## src/rtl/dm_lsu_ctrl_if.sv

```systemverilog
// ---------------------------------------------------------------------------
// dm_lsu_ctrl_if
//   Bundles the core-side request/response handshake and the word-RAM port
//   of the load/store sequencer.
//
//   Request  : req_valid, req_ready, req_addr, req_we, req_ctrl, req_wdata
//   Response : rsp_valid, rsp_rdata, rsp_err
//   RAM      : mem_en, mem_we, mem_addr[AW-1:0], mem_be, mem_wdata, mem_rdata
//
//   slave  : the controller's view (accepts requests, drives the RAM port)
//   master : the environment's view (core issues requests, RAM answers)
// ---------------------------------------------------------------------------
interface dm_lsu_ctrl_if #(
  parameter int unsigned AW = 6
);
  logic          req_valid;
  logic          req_ready;
  logic [31:0]   req_addr;
  logic          req_we;
  logic [2:0]    req_ctrl;
  logic [31:0]   req_wdata;

  logic          rsp_valid;
  logic [31:0]   rsp_rdata;
  logic          rsp_err;

  logic          mem_en;
  logic          mem_we;
  logic [AW-1:0] mem_addr;
  logic [3:0]    mem_be;
  logic [31:0]   mem_wdata;
  logic [31:0]   mem_rdata;

  modport slave (
    input  req_valid, req_addr, req_we, req_ctrl, req_wdata, mem_rdata,
    output req_ready, rsp_valid, rsp_rdata, rsp_err,
           mem_en, mem_we, mem_addr, mem_be, mem_wdata
  );

  modport master (
    output req_valid, req_addr, req_we, req_ctrl, req_wdata, mem_rdata,
    input  req_ready, rsp_valid, rsp_rdata, rsp_err,
           mem_en, mem_we, mem_addr, mem_be, mem_wdata
  );
endinterface

```

## src/rtl/dm_lsu_ctrl.sv

```systemverilog
// ---------------------------------------------------------------------------
// dm_lsu_ctrl
//   Load/store sequencer between the core memory stage and a synchronous
//   32-bit word RAM with byte enables. One byte-addressed access is accepted
//   per handshake; loads return sign- or zero-extended data.
//
//   Ports:
//     clk    - rising-edge clock
//     rst_n  - asynchronous active-low reset
//     bus    - dm_lsu_ctrl_if.slave (request, response and RAM port)
//
//   req_ctrl: 000 byte, 001 half, 010 word, 100 byte unsigned,
//             101 half unsigned; anything else (and unsigned stores) is
//             rejected with rsp_err.
//
//   Build option DM_MISALIGN_SPLIT_EN:
//     defined   - accesses crossing a word boundary are split into two RAM
//                 accesses (word wa, then word wa+1 modulo 2^AW)
//     undefined - such accesses are rejected; no second access state exists
// ---------------------------------------------------------------------------
module dm_lsu_ctrl #(
  parameter int unsigned AW = 6
) (
  input  logic         clk,
  input  logic         rst_n,
  dm_lsu_ctrl_if.slave bus
);

`ifdef DM_MISALIGN_SPLIT_EN
  typedef enum logic [1:0] {
    IDLE = 2'd0,
    ACC0 = 2'd1,
    ACC1 = 2'd2,
    DONE = 2'd3
  } state_e;
`else
  typedef enum logic [1:0] {
    IDLE = 2'd0,
    ACC0 = 2'd1,
    DONE = 2'd3
  } state_e;
`endif

  state_e        state_q, state_d;
  logic [1:0]    off_q,   off_d;
  logic [AW-1:0] wa_q,    wa_d;
  logic          we_q,    we_d;
  logic [2:0]    ctrl_q,  ctrl_d;
  logic [31:0]   wdata_q, wdata_d;
  logic          err_q,   err_d;
`ifdef DM_MISALIGN_SPLIT_EN
  logic [31:0]   lo_q,    lo_d;
`endif

  // Address bits above the RAM index are deliberately ignored.
  logic unused_addr_hi;
  assign unused_addr_hi = ^bus.req_addr[31:AW+2];

  // ---------------------------------------------------------------------
  // Incoming request decode
  // ---------------------------------------------------------------------
  logic [1:0] req_off;
  logic       req_bad_code;
  logic       req_split;
  logic       req_illegal;

  assign req_off      = bus.req_addr[1:0];
  assign req_bad_code = (bus.req_ctrl == 3'b011) || (bus.req_ctrl == 3'b110) ||
                        (bus.req_ctrl == 3'b111) || (bus.req_we && bus.req_ctrl[2]);
  // Half at offset 3 or any unaligned word crosses into the next word.
  assign req_split    = ((bus.req_ctrl[1:0] == 2'b01) && (req_off == 2'd3)) ||
                        ((bus.req_ctrl[1:0] == 2'b10) && (req_off != 2'd0));
`ifdef DM_MISALIGN_SPLIT_EN
  assign req_illegal  = req_bad_code;
`else
  assign req_illegal  = req_bad_code || req_split;
`endif

  // ---------------------------------------------------------------------
  // Latched-request helpers
  // ---------------------------------------------------------------------
  logic [3:0] sz_mask;
  logic [4:0] sh;          // byte offset expressed in bits

  always_comb begin
    unique case (ctrl_q[1:0])
      2'b00:   sz_mask = 4'b0001;
      2'b01:   sz_mask = 4'b0011;
      default: sz_mask = 4'b1111;
    endcase
  end

  assign sh = {off_q, 3'b000};

`ifdef DM_MISALIGN_SPLIT_EN
  logic       cur_split;
  logic [5:0] hi_sh;
  assign cur_split = ((ctrl_q[1:0] == 2'b01) && (off_q == 2'd3)) ||
                     ((ctrl_q[1:0] == 2'b10) && (off_q != 2'd0));
  assign hi_sh     = 6'd32 - {1'b0, sh};
`endif

  // ---------------------------------------------------------------------
  // Load data alignment and extension
  // ---------------------------------------------------------------------
  logic [31:0] raw;
  logic [31:0] ext;
  logic        sx;

  always_comb begin
    raw = bus.mem_rdata >> sh;
`ifdef DM_MISALIGN_SPLIT_EN
    // Split load: lo_q holds word wa, mem_rdata now holds word wa+1.
    if (cur_split) begin
      raw = 32'({bus.mem_rdata, lo_q} >> sh);
    end
`endif
    sx = ~ctrl_q[2];
    unique case (ctrl_q[1:0])
      2'b00:   ext = {{24{sx & raw[7]}},  raw[7:0]};
      2'b01:   ext = {{16{sx & raw[15]}}, raw[15:0]};
      default: ext = raw;
    endcase
  end

  // ---------------------------------------------------------------------
  // State register
  // ---------------------------------------------------------------------
  always_ff @(posedge clk or negedge rst_n) begin
    if (!rst_n) begin
      state_q <= IDLE;
      off_q   <= '0;
      wa_q    <= '0;
      we_q    <= 1'b0;
      ctrl_q  <= '0;
      wdata_q <= '0;
      err_q   <= 1'b0;
`ifdef DM_MISALIGN_SPLIT_EN
      lo_q    <= '0;
`endif
    end else begin
      state_q <= state_d;
      off_q   <= off_d;
      wa_q    <= wa_d;
      we_q    <= we_d;
      ctrl_q  <= ctrl_d;
      wdata_q <= wdata_d;
      err_q   <= err_d;
`ifdef DM_MISALIGN_SPLIT_EN
      lo_q    <= lo_d;
`endif
    end
  end

  // ---------------------------------------------------------------------
  // Next state and outputs
  // ---------------------------------------------------------------------
  always_comb begin
    state_d       = state_q;
    off_d         = off_q;
    wa_d          = wa_q;
    we_d          = we_q;
    ctrl_d        = ctrl_q;
    wdata_d       = wdata_q;
    err_d         = err_q;
`ifdef DM_MISALIGN_SPLIT_EN
    lo_d          = lo_q;
`endif
    bus.req_ready = 1'b0;
    bus.rsp_valid = 1'b0;
    bus.rsp_rdata = '0;
    bus.rsp_err   = 1'b0;
    bus.mem_en    = 1'b0;
    bus.mem_we    = 1'b0;
    bus.mem_addr  = '0;
    bus.mem_be    = '0;
    bus.mem_wdata = '0;

    unique case (state_q)
      IDLE: begin
        bus.req_ready = 1'b1;
        if (bus.req_valid) begin
          off_d   = req_off;
          wa_d    = bus.req_addr[AW+1:2];
          we_d    = bus.req_we;
          ctrl_d  = bus.req_ctrl;
          wdata_d = bus.req_wdata;
          err_d   = req_illegal;
          state_d = req_illegal ? DONE : ACC0;
        end
      end

      ACC0: begin
        bus.mem_en    = 1'b1;
        bus.mem_we    = we_q;
        bus.mem_addr  = wa_q;
        bus.mem_be    = sz_mask << off_q;
        bus.mem_wdata = wdata_q << sh;
`ifdef DM_MISALIGN_SPLIT_EN
        state_d       = cur_split ? ACC1 : DONE;
`else
        state_d       = DONE;
`endif
      end

`ifdef DM_MISALIGN_SPLIT_EN
      ACC1: begin
        lo_d          = bus.mem_rdata;
        bus.mem_en    = 1'b1;
        bus.mem_we    = we_q;
        bus.mem_addr  = wa_q + 1'b1;
        // Upper nibble of the lane mask shifted past the word boundary.
        bus.mem_be    = 4'(({4'b0000, sz_mask} << off_q) >> 4);
        bus.mem_wdata = wdata_q >> hi_sh;
        state_d       = DONE;
      end
`endif

      DONE: begin
        bus.rsp_valid = 1'b1;
        bus.rsp_err   = err_q;
        if (!err_q && !we_q) begin
          bus.rsp_rdata = ext;
        end
        state_d = IDLE;
      end

      default: state_d = IDLE;
    endcase
  end

endmodule

```

## src/flat_wrapper.sv

```systemverilog
// flat-port wrapper written by rule: the top's interface ports become plain ports
module dm_lsu_ctrl_flat 
#(
  parameter int unsigned AW = 6
)
  (clk, rst_n, bus_req_valid, bus_req_addr, bus_req_we, bus_req_ctrl, bus_req_wdata, bus_mem_rdata, bus_req_ready, bus_rsp_valid, bus_rsp_rdata, bus_rsp_err, bus_mem_en, bus_mem_we, bus_mem_addr, bus_mem_be, bus_mem_wdata);
  dm_lsu_ctrl_if #(.AW(AW)) bus_i ();
  input  logic clk;
  input  logic rst_n;
  input wire logic [$bits(bus_i.req_valid)-1:0] bus_req_valid;
  input wire logic [$bits(bus_i.req_addr)-1:0] bus_req_addr;
  input wire logic [$bits(bus_i.req_we)-1:0] bus_req_we;
  input wire logic [$bits(bus_i.req_ctrl)-1:0] bus_req_ctrl;
  input wire logic [$bits(bus_i.req_wdata)-1:0] bus_req_wdata;
  input wire logic [$bits(bus_i.mem_rdata)-1:0] bus_mem_rdata;
  output wire logic [$bits(bus_i.req_ready)-1:0] bus_req_ready;
  output wire logic [$bits(bus_i.rsp_valid)-1:0] bus_rsp_valid;
  output wire logic [$bits(bus_i.rsp_rdata)-1:0] bus_rsp_rdata;
  output wire logic [$bits(bus_i.rsp_err)-1:0] bus_rsp_err;
  output wire logic [$bits(bus_i.mem_en)-1:0] bus_mem_en;
  output wire logic [$bits(bus_i.mem_we)-1:0] bus_mem_we;
  output wire logic [$bits(bus_i.mem_addr)-1:0] bus_mem_addr;
  output wire logic [$bits(bus_i.mem_be)-1:0] bus_mem_be;
  output wire logic [$bits(bus_i.mem_wdata)-1:0] bus_mem_wdata;
  assign bus_i.req_valid = bus_req_valid;
  assign bus_i.req_addr = bus_req_addr;
  assign bus_i.req_we = bus_req_we;
  assign bus_i.req_ctrl = bus_req_ctrl;
  assign bus_i.req_wdata = bus_req_wdata;
  assign bus_i.mem_rdata = bus_mem_rdata;
  assign bus_req_ready = bus_i.req_ready;
  assign bus_rsp_valid = bus_i.rsp_valid;
  assign bus_rsp_rdata = bus_i.rsp_rdata;
  assign bus_rsp_err = bus_i.rsp_err;
  assign bus_mem_en = bus_i.mem_en;
  assign bus_mem_we = bus_i.mem_we;
  assign bus_mem_addr = bus_i.mem_addr;
  assign bus_mem_be = bus_i.mem_be;
  assign bus_mem_wdata = bus_i.mem_wdata;
  dm_lsu_ctrl #(.AW(AW)) u_core (.clk(clk), .rst_n(rst_n), .bus(bus_i));
endmodule
```

## config.mk

```make
export PLATFORM = sky130hd
export DESIGN_NAME = dm_lsu_ctrl_flat
export DESIGN_NICKNAME = d
export VERILOG_FILES = /design/src/rtl/dm_lsu_ctrl_if.sv /design/src/rtl/dm_lsu_ctrl.sv /design/src/flat_wrapper.sv
export SDC_FILE = /design/constraint.sdc
export NUM_CORES = 1
export LEC_CHECK = 0
export BUFFER_PORTS_ARGS = -buffer_cell sky130_fd_sc_hd__buf_2
export CAP_MARGIN = 5
export CELL_PAD_IN_SITES_DETAIL_PLACEMENT = 1
export CELL_PAD_IN_SITES_GLOBAL_PLACEMENT = 2
export CORE_ASPECT_RATIO = 0.8
export CORE_MARGIN = 2
export CORE_UTILIZATION = 25
export DETAILED_ROUTE_END_ITERATION = 16
export GPL_ROUTABILITY_DRIVEN = 1
export HOLD_SLACK_MARGIN = 0.1
export PLACE_DENSITY_LB_ADDON = 0.1
export SLEW_MARGIN = 20
export SYNTH_ARGS = -nofsm -noshare
export SYNTH_HDL_FRONTEND = slang
export SYNTH_SLANG_ARGS = --single-unit
export TNS_END_PERCENT = 5
```

## constraint.sdc

```tcl
create_clock -name clk -period 2.4 [get_ports clk]
set_input_delay 0.48 -clock clk [delete_from_list [all_inputs] [get_ports clk]]
set_output_delay 0.48 -clock clk [all_outputs]
set_load 0.02 [all_outputs]
```

==> impl_metrics.py <==
metrics = {
    "synth": {
        "synth_flop_cell": "dfrtp_1",
        "syn_area_um2": 3171,
        "yosysTopAreaCell": "dfrtp_1",
        "syn_area_per_cell_um2": 9.637,
        "yosysWarnings": 0,
        "synthCells": 329,
        "synth_cell_type_count": 29,
        "ys_seq_area_frac": 0.3710,
        "synth_edf_count": 0,
        "ys_ff_latch": 47,
        "synthArstFlopShare": 1.000,
        "yosys-top-cells-area": "dfrtp_1, mux2_2, mux2i_1, a211oi_1, nor2_1",
        "syn_nets": 432,
        "yosys.area.top_type_share": 0.3710,
    },
    "floorplanning": {
        "num_io_pins": 182,
        "dieArea_um2": 13600,
        "rows": 36,
        "die_w_um": 129.9,
        "core_area_um2": 12300,
        "dieHeight_um": 104.7,
        "start_util": 0.2578,
    },
    "clock_network": {
        "htreeDepth": 2,
        "cts_tree": "built",
        "cts.clk_slew.worst_paths_ps": 60,
        "clock-sinks": 47,
        "clockBufferDepth": 2,
        "cts_root_buffer": "clkbuf_16",
        "cts_buffers": 5,
        "clock_latency_ps": 290,
    },
    "power": {
        "cellLeakagePower_nw": 2.282,
        "ir_drop_v": 0.0004920,
        "power_per_cell_area_nw_per_um2": 1222,
    },
    "drt": {
        "routed_wl_mm": 11.20,
        "drt_iter0_drc": 99,
        "vias_per_cell": 4.686,
        "final_antenna_net_count": 0,
        "drc": 0,
        "firstDrtPassIters": 4,
        "wl_per_cell_um": 16.92,
        "num_vias": 3102,
    },
    "setup_path": {
        "path_cells": "nand4bb_4 -> or3_4 -> a2111o_1 -> buf_12 -> o21ai_1 -> buf_4",
        "cp_max_fo": 8,
        "critical_path_buf_inv_count": 2,
        "r2r_slack_ps": 720,
        "worst_path_max_delay_cell": "dfrtp_1",
        "crit_path_max_incr_delay_ps": 380,
        "criticalPathCategory": "reg -> out",
        "crit_arrival_ps": 2000,
        "crit_family": "simple AND/OR/NAND/NOR gates",
        "endpoint_kind": "output port",
        "r2r-start": "u_core.state_q[1]$_DFFE_PN0P_",
        "timing.rr.end": "u_core.wdata_q[23]$_DFFE_PN0P_",
        "start_kind": "flip-flop",
        "worst-r2r-cell-count": 5,
        "cp.required_ps": 1920,
    },
    "global_routing": {
        "grt_max_degree": 67,
        "grt_pass1_wl_mm": 17.68,
        "overflow": 0,
        "antenna_found_initial": 0,
        "grt_usage": 0.1643,
        "grt_pass1_vias": 3250,
    },
    "cells_and_area": {
        "layoutNonFillerInstCount": 662,
        "final_cell_mix": "buf_2, dfrtp_1, mux2_2, nor2_1, buf_4",
        "layout-drive-gt1-share": 0.5092,
        "design_area_um2": 4593,
        "post-route-util": 0.3735,
        "antennaDiodeCount": 0,
        "fin_nets": 593,
        "area_growth_syn_to_layout_pct": 44.87,
        "final_common_cell": "buf_2",
    },
    "flow_run": {
        "cap_violations": 0,
    },
    "sta": {
        "fmax_mhz": 403.4,
        "rsz0062_at_grt": "yes",
        "skew_ps": 5.467,
        "finalHoldViolCount": 0,
        "setup_viol": 16,
        "finalCritPeriodShare": 1.033,
        "maxSlewViolCount": 0,
        "tightest_slew_ps": 439.3,
        "tns_ps": -584.7,
        "fin_ws_ps": -79.18,
        "fin_crit_ps": 2479,
        "relSlewSlack": 0.7072,
    },
    "placed_design": {
        "globalplace.congestion": 0.8054,
        "portBuffers": 157,
        "dp_cells": 652,
        "place_area_um2": 4248,
        "dp_hpwl_mm": 8.467,
    },
    "worst_hold_path": {
        "hold_class": "in -> async",
    },
    "outcome": {
        "status": "finished with violations",
        "violations": "setup timing",
    },
}
-- power breakdown --
part | total [W] | switching (W) | internal, W
combinational | 0.00335 | 0.00188 | 0.00147
sequential | 0.00153 | 0.000321 | 0.00121
clock | 0.000728 | 0.000311 | 0.000417
-- worst reg2reg max path: cells and delay by family, from the launching register on --
| kind | cells | cell delay [ps] |
|---|---|---|
| flops | 1 | 410 |
| mux | 1 | 400 |
| buf+inv | 2 | 470 |
| simple gates | 2 | 290 |
-- what timing repair did --
item / CTS / global route
endpoints found under the setup margin: 24 / 35
endpoints found under the hold margin: 0 / 0
pin swaps: 4 / 0
buffers inserted: 3 / 0
hold buffers: 0 / 0
resized for setup: 48 / 6
gates cloned: 0 / 0
-- kinds of logic (layout without fill, tap and decap cells) --
group           after synthesis  in the layout  synth area share
flops                        47             47            0.3710
mux                          78             78            0.2644
buf+inv                      29            191           0.03867
compound gates               80             80            0.1685
simple gates                 95             95            0.1575
-- synth_stat cells (2+ instances only) --
cell       n
buf_2     11
mux2_2    46
clkbuf_1  12
nand2b_1   4
o21ai_0   19
a211oi_1  30
and2_1    23
a21oi_1   18
nor2_1    41
nand2_1    2
a21o_1     9
mux2i_1   32
buf_1      4
nor2b_1   16
dfrtp_1   47
inv_1      2
-- area by class of cell --
cell class | instances | area (um2)
Fill cell | 1482 | 7704
Timing Repair Buffer | 181 | 1089
Clock buffer | 6 | 138.9
Clock inverter | 2 | 16.27
Multi-Input combinational cell | 253 | 1947
Sequential cell | 47 | 1181
Tap cell | 171 | 214.0
Inverter | 2 | 7.507
-- stage by stage --
| step | total power, W | hold slack, ps | setup slack, ps |
|---|---|---|---|
| after global placement | 0.004760 | 437.7 | 34.01 |
| after global routing | 0.006085 | 159.2 | -158.7 |
| final | 0.005612 | 129.9 | -79.18 |
| after floorplan | 0.003729 | 184.4 | 115.5 |
| after detailed placement | 0.004831 | 449.2 | 4.126 |
| after CTS | 0.005687 | 136.5 | -80.91 |
-- worst max-delay path by stage --
| stage | start | endpoint | cells past startpoint |
|---|---|---|---|
| floorplan | u_core.state_q[1]$_DFFE_PN0P_ | bus_mem_wdata[0] | 7 |
| global placement | u_core.err_q$_DFFE_PN0P_ | bus_rsp_rdata[31] | 6 |
| detailed placement | u_core.err_q$_DFFE_PN0P_ | bus_rsp_rdata[26] | 6 |
| CTS | u_core.err_q$_DFFE_PN0P_ | bus_rsp_rdata[17] | 6 |
| global route | u_core.err_q$_DFFE_PN0P_ | bus_rsp_rdata[17] | 6 |
| finish | u_core.err_q$_DFFE_PN0P_ | bus_rsp_rdata[17] | 6 |
-- metal layers --
metal  routed length, um  track usage  share of wire
met4                  53      0.02227         0.0047
met3                 551      0.03175          0.049
met5                   0            0              0
met1                5408       0.2383           0.48
met2                5190       0.2588           0.46
-- flip-flops by register name, indices dropped and copies added, names as in the netlist --
register,count
u_core.wdata_q,32
u_core.wa_q,6
u_core.ctrl_q,3
u_core.off_q,2
u_core.state_q,2
u_core.err_q,1
u_core.we_q,1
No activity file was read; power rests on OpenSTA's default activity.
